File: src/rtl/cpu_pkg.sv
// Shared CPU definitions: load funct3 encodings, datapath widths and the
// writeback queue entry / source-select types.
package cpu_pkg;

    localparam int XLEN          = 32;
    localparam int REG_AW        = 5;
    localparam int WB_FIFO_DEPTH = 2;

    localparam logic [2:0] F3_LB  = 3'b000;
    localparam logic [2:0] F3_LH  = 3'b001;
    localparam logic [2:0] F3_LW  = 3'b010;
    localparam logic [2:0] F3_LBU = 3'b100;
    localparam logic [2:0] F3_LHU = 3'b101;

    typedef struct packed {
        logic [REG_AW-1:0] rd;
        logic [XLEN-1:0]   data;
        logic              x0;
    } wb_entry_t;

    typedef enum logic [1:0] {
        SRC_NONE = 2'd0,
        SRC_ALU  = 2'd1,
        SRC_FIFO = 2'd2
    } wb_src_e;

endpackage

File: src/rtl/load_extend.sv
// Combinational load data alignment and sign/zero extension.
// Unrecognised funct3 codes fall through to a full-word load.
module load_extend
    import cpu_pkg::*;
(
    input  logic [XLEN-1:0] data,
    input  logic [2:0]      funct3,
    input  logic [1:0]      off,
    output logic [XLEN-1:0] ext
);

    logic [7:0]  w_lanes [4];
    logic [7:0]  w_byte;
    logic [15:0] w_half;

    genvar gi;
    generate
        for (gi = 0; gi < 4; gi++) begin : g_lane
            assign w_lanes[gi] = data[gi*8 +: 8];
        end
    endgenerate

    assign w_byte = w_lanes[off];
    assign w_half = off[1] ? data[31:16] : data[15:0];

    always_comb begin
        ext = data;
        case (funct3)
            F3_LB:   ext = {{24{w_byte[7]}}, w_byte};
            F3_LH:   ext = {{16{w_half[15]}}, w_half};
            F3_LW:   ext = data;
            F3_LBU:  ext = {24'd0, w_byte};
            F3_LHU:  ext = {16'd0, w_half};
            default: ext = data;
        endcase
    end

endmodule

File: src/rtl/rf_writeback.sv
// Register-file writeback arbiter: ALU results (no backpressure) win over a
// 2-entry queue of extended load responses; writes are registered.
module rf_writeback
    import cpu_pkg::*;
(
    input  logic              clk,
    input  logic              reset_n,
    input  logic              alu_valid,
    input  logic [REG_AW-1:0] alu_rd,
    input  logic [XLEN-1:0]   alu_data,
    input  logic              ld_valid,
    output logic              ld_ready,
    input  logic [REG_AW-1:0] ld_rd,
    input  logic [XLEN-1:0]   ld_data,
    input  logic [2:0]        ld_funct3,
    input  logic [1:0]        ld_byte_off,
    output logic              stall_req,
    output logic [REG_AW-1:0] rd_addr,
    output logic              rf_wr_en,
    output logic [XLEN-1:0]   wr_data
);

    wb_entry_t         r_fifo [WB_FIFO_DEPTH];
    logic              r_wr_ptr;
    logic              r_rd_ptr;
    logic [1:0]        r_count;
    logic              r_stall_req;
    logic              r_rf_wr_en;
    logic [REG_AW-1:0] r_rd_addr;
    logic [XLEN-1:0]   r_wr_data;

    logic [XLEN-1:0]   w_ld_ext;
    logic              w_push;
    logic              w_pop;
    logic              w_fifo_nonempty;
    logic [1:0]        w_count_next;
    wb_src_e           w_sel;
    wb_entry_t         w_head;
    wb_entry_t         w_sel_entry;

    load_extend u_load_extend (
        .data   (ld_data),
        .funct3 (ld_funct3),
        .off    (ld_byte_off),
        .ext    (w_ld_ext)
    );

    assign ld_ready        = (r_count < 2'd2);
    assign w_push          = ld_valid && ld_ready;
    assign w_fifo_nonempty = (r_count != 2'd0);
    assign w_head          = r_fifo[r_rd_ptr];

    // While stalled the queue drains unconditionally, so upstream is
    // guaranteed to regain the port within two cycles.
    always_comb begin
        w_sel = SRC_NONE;
        if (r_stall_req && w_fifo_nonempty) begin
            w_sel = SRC_FIFO;
        end else if (alu_valid) begin
            w_sel = SRC_ALU;
        end else if (w_fifo_nonempty) begin
            w_sel = SRC_FIFO;
        end
    end

    assign w_pop = (w_sel == SRC_FIFO);

    always_comb begin
        w_sel_entry = w_head;
        if (w_sel == SRC_ALU) begin
            w_sel_entry.rd   = alu_rd;
            w_sel_entry.data = alu_data;
            w_sel_entry.x0   = (alu_rd == '0);
        end
    end

    always_comb begin
        w_count_next = r_count;
        case ({w_push, w_pop})
            2'b10:   w_count_next = r_count + 2'd1;
            2'b01:   w_count_next = r_count - 2'd1;
            default: w_count_next = r_count;
        endcase
    end

    // Queue storage needs no reset: validity is carried by r_count alone.
    always_ff @(posedge clk) begin
        if (w_push) begin
            r_fifo[r_wr_ptr] <= '{rd: ld_rd, data: w_ld_ext, x0: (ld_rd == '0)};
        end
    end

    always_ff @(posedge clk or negedge reset_n) begin
        if (!reset_n) begin
            r_wr_ptr    <= 1'b0;
            r_rd_ptr    <= 1'b0;
            r_count     <= 2'd0;
            r_stall_req <= 1'b0;
        end else begin
            if (w_push) begin
                r_wr_ptr <= ~r_wr_ptr;
            end
            if (w_pop) begin
                r_rd_ptr <= ~r_rd_ptr;
            end
            r_count     <= w_count_next;
            r_stall_req <= (r_count == 2'd2);
        end
    end

    always_ff @(posedge clk or negedge reset_n) begin
        if (!reset_n) begin
            r_rf_wr_en <= 1'b0;
            r_rd_addr  <= '0;
            r_wr_data  <= '0;
        end else begin
            r_rf_wr_en <= (w_sel != SRC_NONE) && !w_sel_entry.x0;
            if (w_sel != SRC_NONE) begin
                r_rd_addr <= w_sel_entry.rd;
                r_wr_data <= w_sel_entry.data;
            end
        end
    end

    assign stall_req = r_stall_req;
    assign rf_wr_en  = r_rf_wr_en;
    assign rd_addr   = r_rd_addr;
    assign wr_data   = r_wr_data;

endmodule

File: config.mk
export PLATFORM = sky130hd
export DESIGN_NAME = rf_writeback
export DESIGN_NICKNAME = d
export VERILOG_FILES = /design/src/rtl/cpu_pkg.sv /design/src/rtl/load_extend.sv /design/src/rtl/rf_writeback.sv
export SDC_FILE = /design/constraint.sdc
export NUM_CORES = 1
export LEC_CHECK = 0
export ABC_AREA = 1
export CAP_MARGIN = 40
export CORE_MARGIN = 2
export CORE_UTILIZATION = 57
export CTS_BUF_LIST = sky130_fd_sc_hd__clkbuf_4
export DETAILED_ROUTE_END_ITERATION = 8
export PLACE_DENSITY = 0.87
export SETUP_SLACK_MARGIN = 0.1
export SLEW_MARGIN = 0
export SYNTH_ARGS = -nofsm -noshare
export SYNTH_HDL_FRONTEND = slang
export SYNTH_SLANG_ARGS = --single-unit
File: constraint.sdc
create_clock -name clk -period 6.6 [get_ports clk]
set_clock_uncertainty 0.15 [all_clocks]
set_input_delay 0.66 -clock clk [delete_from_list [all_inputs] [get_ports clk]]
set_output_delay 0.66 -clock clk [all_outputs]
set_load 0.03 [all_outputs]
Yosys cells after proc, flatten, opt, wreduce, memory -nomap -nowiden. Memories as Yosys holds them, arrays and structs flattened. Cells that the tools add are included.

Bits in registers: 43. Latch bits: 0. Input bits: 83. Bits in read-only memories: 0. RAM bits: 76. Memories: 1.

Memory list: r_fifo (words 2, width 38, rd ports 1, clocked after memory_dff 0, wr ports 1, RTL line rf_writeback.sv:23) `wb_entry_t r_fifo [WB_FIFO_DEPTH];`.

Reductions and logical operators: 10. Mux-type cells: 12. Shift operators: 0. Multipliers: 0. Bitwise operators: 3. Add/subtract/negate cells: 2. Divide/modulo/power cells: 0. $lt $le $gt $ge: 2. Equality and inequality tests: 8.

Operators with widths (count): case mux 32 bit (4 select lines) (1); 2-to-1 mux 38 bit (1); binary-select mux 8 bit (select 2 bit) (1); 2-to-1 mux 16 bit (1); 2-to-1 mux 8 bit (2); logical NOT 5 bit (2); == test 2 bit (second input constant) (3); == test 3 bit (second input constant) (2); 2-to-1 mux 2 bit (3); nonzero test 2 bit (3); == test 2 x 1 -> 1 bit (second input constant) (2); case mux 2 bit (2 select lines) (1); == test 3 x 1 -> 1 bit (second input constant) (1); greater-or-equal comparator 3 bit (second input constant) (1); logical AND 1 bit (3); logical NOT 3 bit (1); NOT 2 -> 3 bit (1); adder 2 x 1 -> 2 bit (second input constant) (1); less-than comparator 2 bit (second input constant) (1); 2-to-1 mux 1 bit (2); NOT 1 bit (2); subtractor 2 x 1 -> 2 bit (second input constant) (1); logical NOT 1 bit (1).

Logic depth before layout (Yosys ltp).
Depth in word-level cells: 8. Mapped depth: 9. Gate-level depth less buffers: 8.

By module. From an unflattened synthesis, not the netlist that was laid out.

Cells, all modules: 639. Area total of the unflattened synthesis: 5898.2 µm².

By module, submodules not included: rf_writeback (area an instance 4883.4 µm², sequential area each 3358.2 µm², cells an instance 443, instances 1); load_extend (area an instance 1014.7 µm², sequential area each 0.0 µm², cells an instance 196, instances 1).

Least setup slack after synthesis. Ideal clock, no wire load.

Path type: in2reg. Start: input ld_valid. End: memory r_fifo[0][0] (netlist name) (enable). Arrival: 2.383 ns. Stages on the path: 2. Data required time: 6.017 ns. Setup slack: 3.634 ns. Cell sequence: nand2_1 -> nor2_1.

Longest elaborated chain between the ends: 3.

RTL lines: start, declared (RTL line rf_writeback.sv:11) `input logic ld_valid,`; logical AND 1 bit (RTL line rf_writeback.sv:49) `assign w_push = ld_valid && ld_ready;`; 2-to-1 mux 1 bit (RTL line rf_writeback.sv:88) `if (w_push) begin`; 2-to-1 mux 1 bit (implied by the code) (RTL line rf_writeback.sv:89) `r_fifo[r_wr_ptr] <= '{rd: ld_rd, data: w_ld_ext, x0: (ld_rd == '0)};`; end, declared (RTL line rf_writeback.sv:23).

Every way passes these cells.

Worst setup path in the final report.
Start: input ld_byte_off[1]. End: memory r_fifo[0][26] (netlist name), data pin.

Longest elaborated chain between the ends: 5. Elaborated cells on any way between the ends: 6.

RTL lines: start, declared (RTL line rf_writeback.sv:16) `input logic [1:0] ld_byte_off,`; NOT 2 -> 3 bit (implied by the code) (RTL line load_extend.sv:23) `assign w_byte = w_lanes[off];`; binary-select mux 8 bit (select 2 bit) (RTL line load_extend.sv:23); 2-to-1 mux 8 bit (implied by the code) (2 in series) (RTL line load_extend.sv:23); case mux 32 bit (4 select lines) * (RTL line load_extend.sv:28) `case (funct3)`; net u_load_extend.ext[25] (RTL line load_extend.sv:9) `output logic [XLEN-1:0] ext`.

Mark *: on every way through the listed nets, which the timed path passes. The rest lies on a longest branch. The select of a mux whose other input is x is not followed.

==> flow_summary_export.csv <==
group,metric,value,unit
run_status,outcome,"complete, no violations",
synth,syn_avg_cell_area,8.91,µm²
cells_and_area,design_area,7240,µm²
routing,dr.max_layer_used,"met4",
routing,num_vias,4936,
synth,yosys.area.top_type,"edfxtp_1",
die,start_util,0.584,
clock_network,cts.sinks,119,
pwr,pwr-share-clk,0.172,
synth,synth_ff_type,"edfxtp_1",
cells_and_area,fillCellCount,693,
timing,hold_viol_final,0,
routing,drc,0,
setup_path,required,6.66,ns
cells_and_area,syn_to_final_growth,27.3,%
routing,wl_met1,5950,µm
grt,grt_max_degree,41,
routing,wire_per_inst,16.7,µm
routing,ant_nets,0,
setup_path,crit_path_start_kind,"input pin",
pwr,p_comb_frac,0.442,
die,die_h,104,µm
grt,gr-usage-all-layers,0.284,
routing,dr.first_iter.drc_count,347,
pwr,p_int,1760,µW
grt,overflow,0,
setup_path,reg2reg_from,"r_rd_ptr",
die,die_w,104,µm
timing,period_minus_slack,2.50,ns
synth,yosys_warnings,0,
flow_run,drv_cap,0,
synth,synth_common_cells,"nand2_1, edfxtp_1, nor2_1",
pwr,vdd_drop_max,0.232,mV
setup_path,worst-r2r-setup-slack,4.47,ns
timing,fin_crit_sh,0.379,
die,rows,36,
grt,antenna_found_initial,1,
clock_network,root_buffer,"clkbuf_4",
placement,port_buffers,122,
placement,hpwl,10200,µm
routing,wl_met3,1310,µm
pwr,p_leak,0.00320,µW
setup_path,criticalPathCategory,"input pin to register",
timing,rsz0062_at_grt,"no",
grt,grt_pass1_wl,24100,µm
clock_network,path_clk_slew,0.10,ns
timing,hold_slack,0.351,ns
clock_network,cts_buffers,17,
clock_network,htree_levels,4,
synth,syn-num-nets,722,
clock_network,cts_tree,"yes",
routing,viasPerCell,5.49,
timing,relSlewSlack,0.469,
hold_path,hold_path_class,"register to register",
pwr,p_seq_frac,0.386,
synth,synthDistinctLibCells,31,
timing,setup_viol,0,
synth,async_reset_ff_frac,0.361,
synth,synth_area_leaders,"edfxtp_1, dfrtp_1, nand2_1",
placement,placed_cell_area,6960,µm²
synth,ys_seq_elements,119,
setup_path,worst_r2r_path_depth,7,
pwr,p_total,2940,µW
synth,synth_top_area_share,0.401,
setup_path,cp-startpoint,"ld_byte_off[1]",
routing,routed_wl,15000,µm
placement,gp_congestion,0.922,
pwr,swShare,0.402,
timing,worst_pin_slew,0.796,ns
timing,fmax,0.399,GHz
pwr,power_density,407,nW/µm²
synth,synthCells,638,
synth,synth.most_common_cell,"nand2_1",
routing,drt-pass1-iter-count,7,
clock_network,postCtsSetupBuffers,0,
setup_path,critPathCapture,"r_fifo[0][26]",
timing,fin_setup_tns,0,ns
synth,synth_edf_count,76,
setup_path,end_kind,"register",
die,io_pins,123,
synth,synthesis.area,5690,µm²
cells_and_area,drive_gt1_frac,0.0771,
die,dieArea,10800,µm²
setup_path,reg2reg_to,"wr_data[5]",
timing,finalMaxSlewViolations,0,
setup_path,crit_fanout,24,
clock_network,clkLatencyLatePin,0.52,ns
clock_network,max-clock-path-buffers,2,
grt,first_global_vias,4937,
routing,wl_met2,7380,µm
die,core,9730,µm²
cells_and_area,layout.nets,836,
synth,seq_area_frac_synth,0.591,
setup_path,cp.arrival,2.57,ns
pwr,power.switching,1180,µW
==> repair_timing <==
action	4_1_cts	5_1_grt
hold buffers	1	0
gates resized for setup	0	0
endpoints found under the setup margin	0	0
endpoints found under the hold margin	9	0
==> metal layers <==
| layer | track usage | vias to the layer above |
|---|---|---|
| met5 | 0 | - |
| met4 | 0.132 | 0 |
| met3 | 0.0658 | 33 |
| met2 | 0.461 | 270 |
| met1 | 0.363 | 2315 |
| li1 | - | 2318 |
==> worst max-delay path: stages <==
cell and delay, ns:
clkdlybuf4s50_1 0.72, inv_4 0.32, nand2_1 0.10, nand3_1 0.08, nand2_1 0.08, nand2_2 0.37
nand3_1 0.22
==> power groups by stage <==
stage	Combinational [µW]	Clock, µW	Sequential, µW
global placement	1200	0	1140
CTS	1300	504	1140
detailed placement	1280	0	1150
global route	1400	542	1150
finish	1300	506	1140
floorplan	572	0	1380
==> layout make-up <==
| type | count | area (µm²) | share of cell area |
|---|---|---|---|
| antenna | 1 | 2.50 | 0.000346 |
| clock buffer | 24 | 180 | 0.0249 |
| clock inverter | 8 | 83.8 | 0.0116 |
| inverter | 34 | 130 | 0.0180 |
| multi-input combinational | 451 | 1980 | 0.274 |
| sequential | 119 | 3360 | 0.464 |
| tap | 133 | 166 | 0.0230 |
| timing repair buffer | 129 | 1340 | 0.185 |
==> cells by family (layout without fill, tap and decap cells) <==
logic type	count (synthesis)	after routing	synth area share
buf+inv	68	195	0.0638
flops	119	119	0.591
fa+ha+maj	1	1	0.00220
xor+xnor	4	4	0.00616
simple gates	364	364	0.261
compound gates	82	82	0.0766
other cells	0	1	0
==> how the worst min path moves through the flow <==
| stage | startpoint | endpoint | slack, ns | cells past startpoint |
|---|---|---|---|---|
| finish | rd_addr[2] | rd_addr[2] | 0.35 | 2 |
| global route | rd_addr[2] | rd_addr[2] | 0.37 | 2 |
| CTS | rd_addr[3] | rd_addr[3] | 0.35 | 2 |
| detailed placement | rd_addr[2] | rd_addr[2] | 0.32 | 2 |
| global placement | rd_addr[0] | rd_addr[0] | 0.31 | 2 |
| floorplan | reset_n | r_count[0] | 0.21 | 0 |
==> per-stage QoR <==
step / setup WS (ns) / utilization / cells
after floorplan: 3.63 / - / 638
final: 4.10 / 0.744 / 899
after global routing: 3.86 / 0.744 / 899
after global placement: 3.42 / 0.705 / 860
after CTS: 4.09 / 0.744 / 898
after detailed placement: 3.57 / 0.716 / 865
==> cell usage in the layout (no fill, tap or decap), types with 2 or more instances in the layout <==
| cell | instances |
|---|---|
| nand2_1 | 252 |
| clkdlybuf4s50_1 | 121 |
| edfxtp_1 | 76 |
| nor2_1 | 48 |
| dfrtp_1 | 43 |
| nand3_1 | 42 |
| a21oi_1 | 35 |
| inv_1 | 29 |
| o21ai_0 | 29 |
| clkbuf_4 | 24 |
| o21ai_1 | 9 |
| or2_2 | 8 |
| a22oi_1 | 7 |
| inv_2 | 5 |
| clkinv_1 | 4 |
| nand2_2 | 3 |
| nand2_4 | 3 |
| xor2_1 | 3 |
| nor3_1 | 2 |
| nor2_4 | 2 |
| o21ai_2 | 2 |
| bufinv_16 | 2 |
| buf_16 | 2 |
| buf_8 | 2 |
==> sequential cells by signal, summed over array words and instances, names as in the netlist <==
| name | cells |
|---|---|
| r_rd_ptr | 1 |
| rd_addr | 5 |
| rf_wr_en | 1 |
| wr_data | 32 |
| r_fifo | 76 |
| r_count | 2 |
| r_wr_ptr | 1 |
| stall_req | 1 |
No activity file was read; power rests on OpenSTA's default activity.
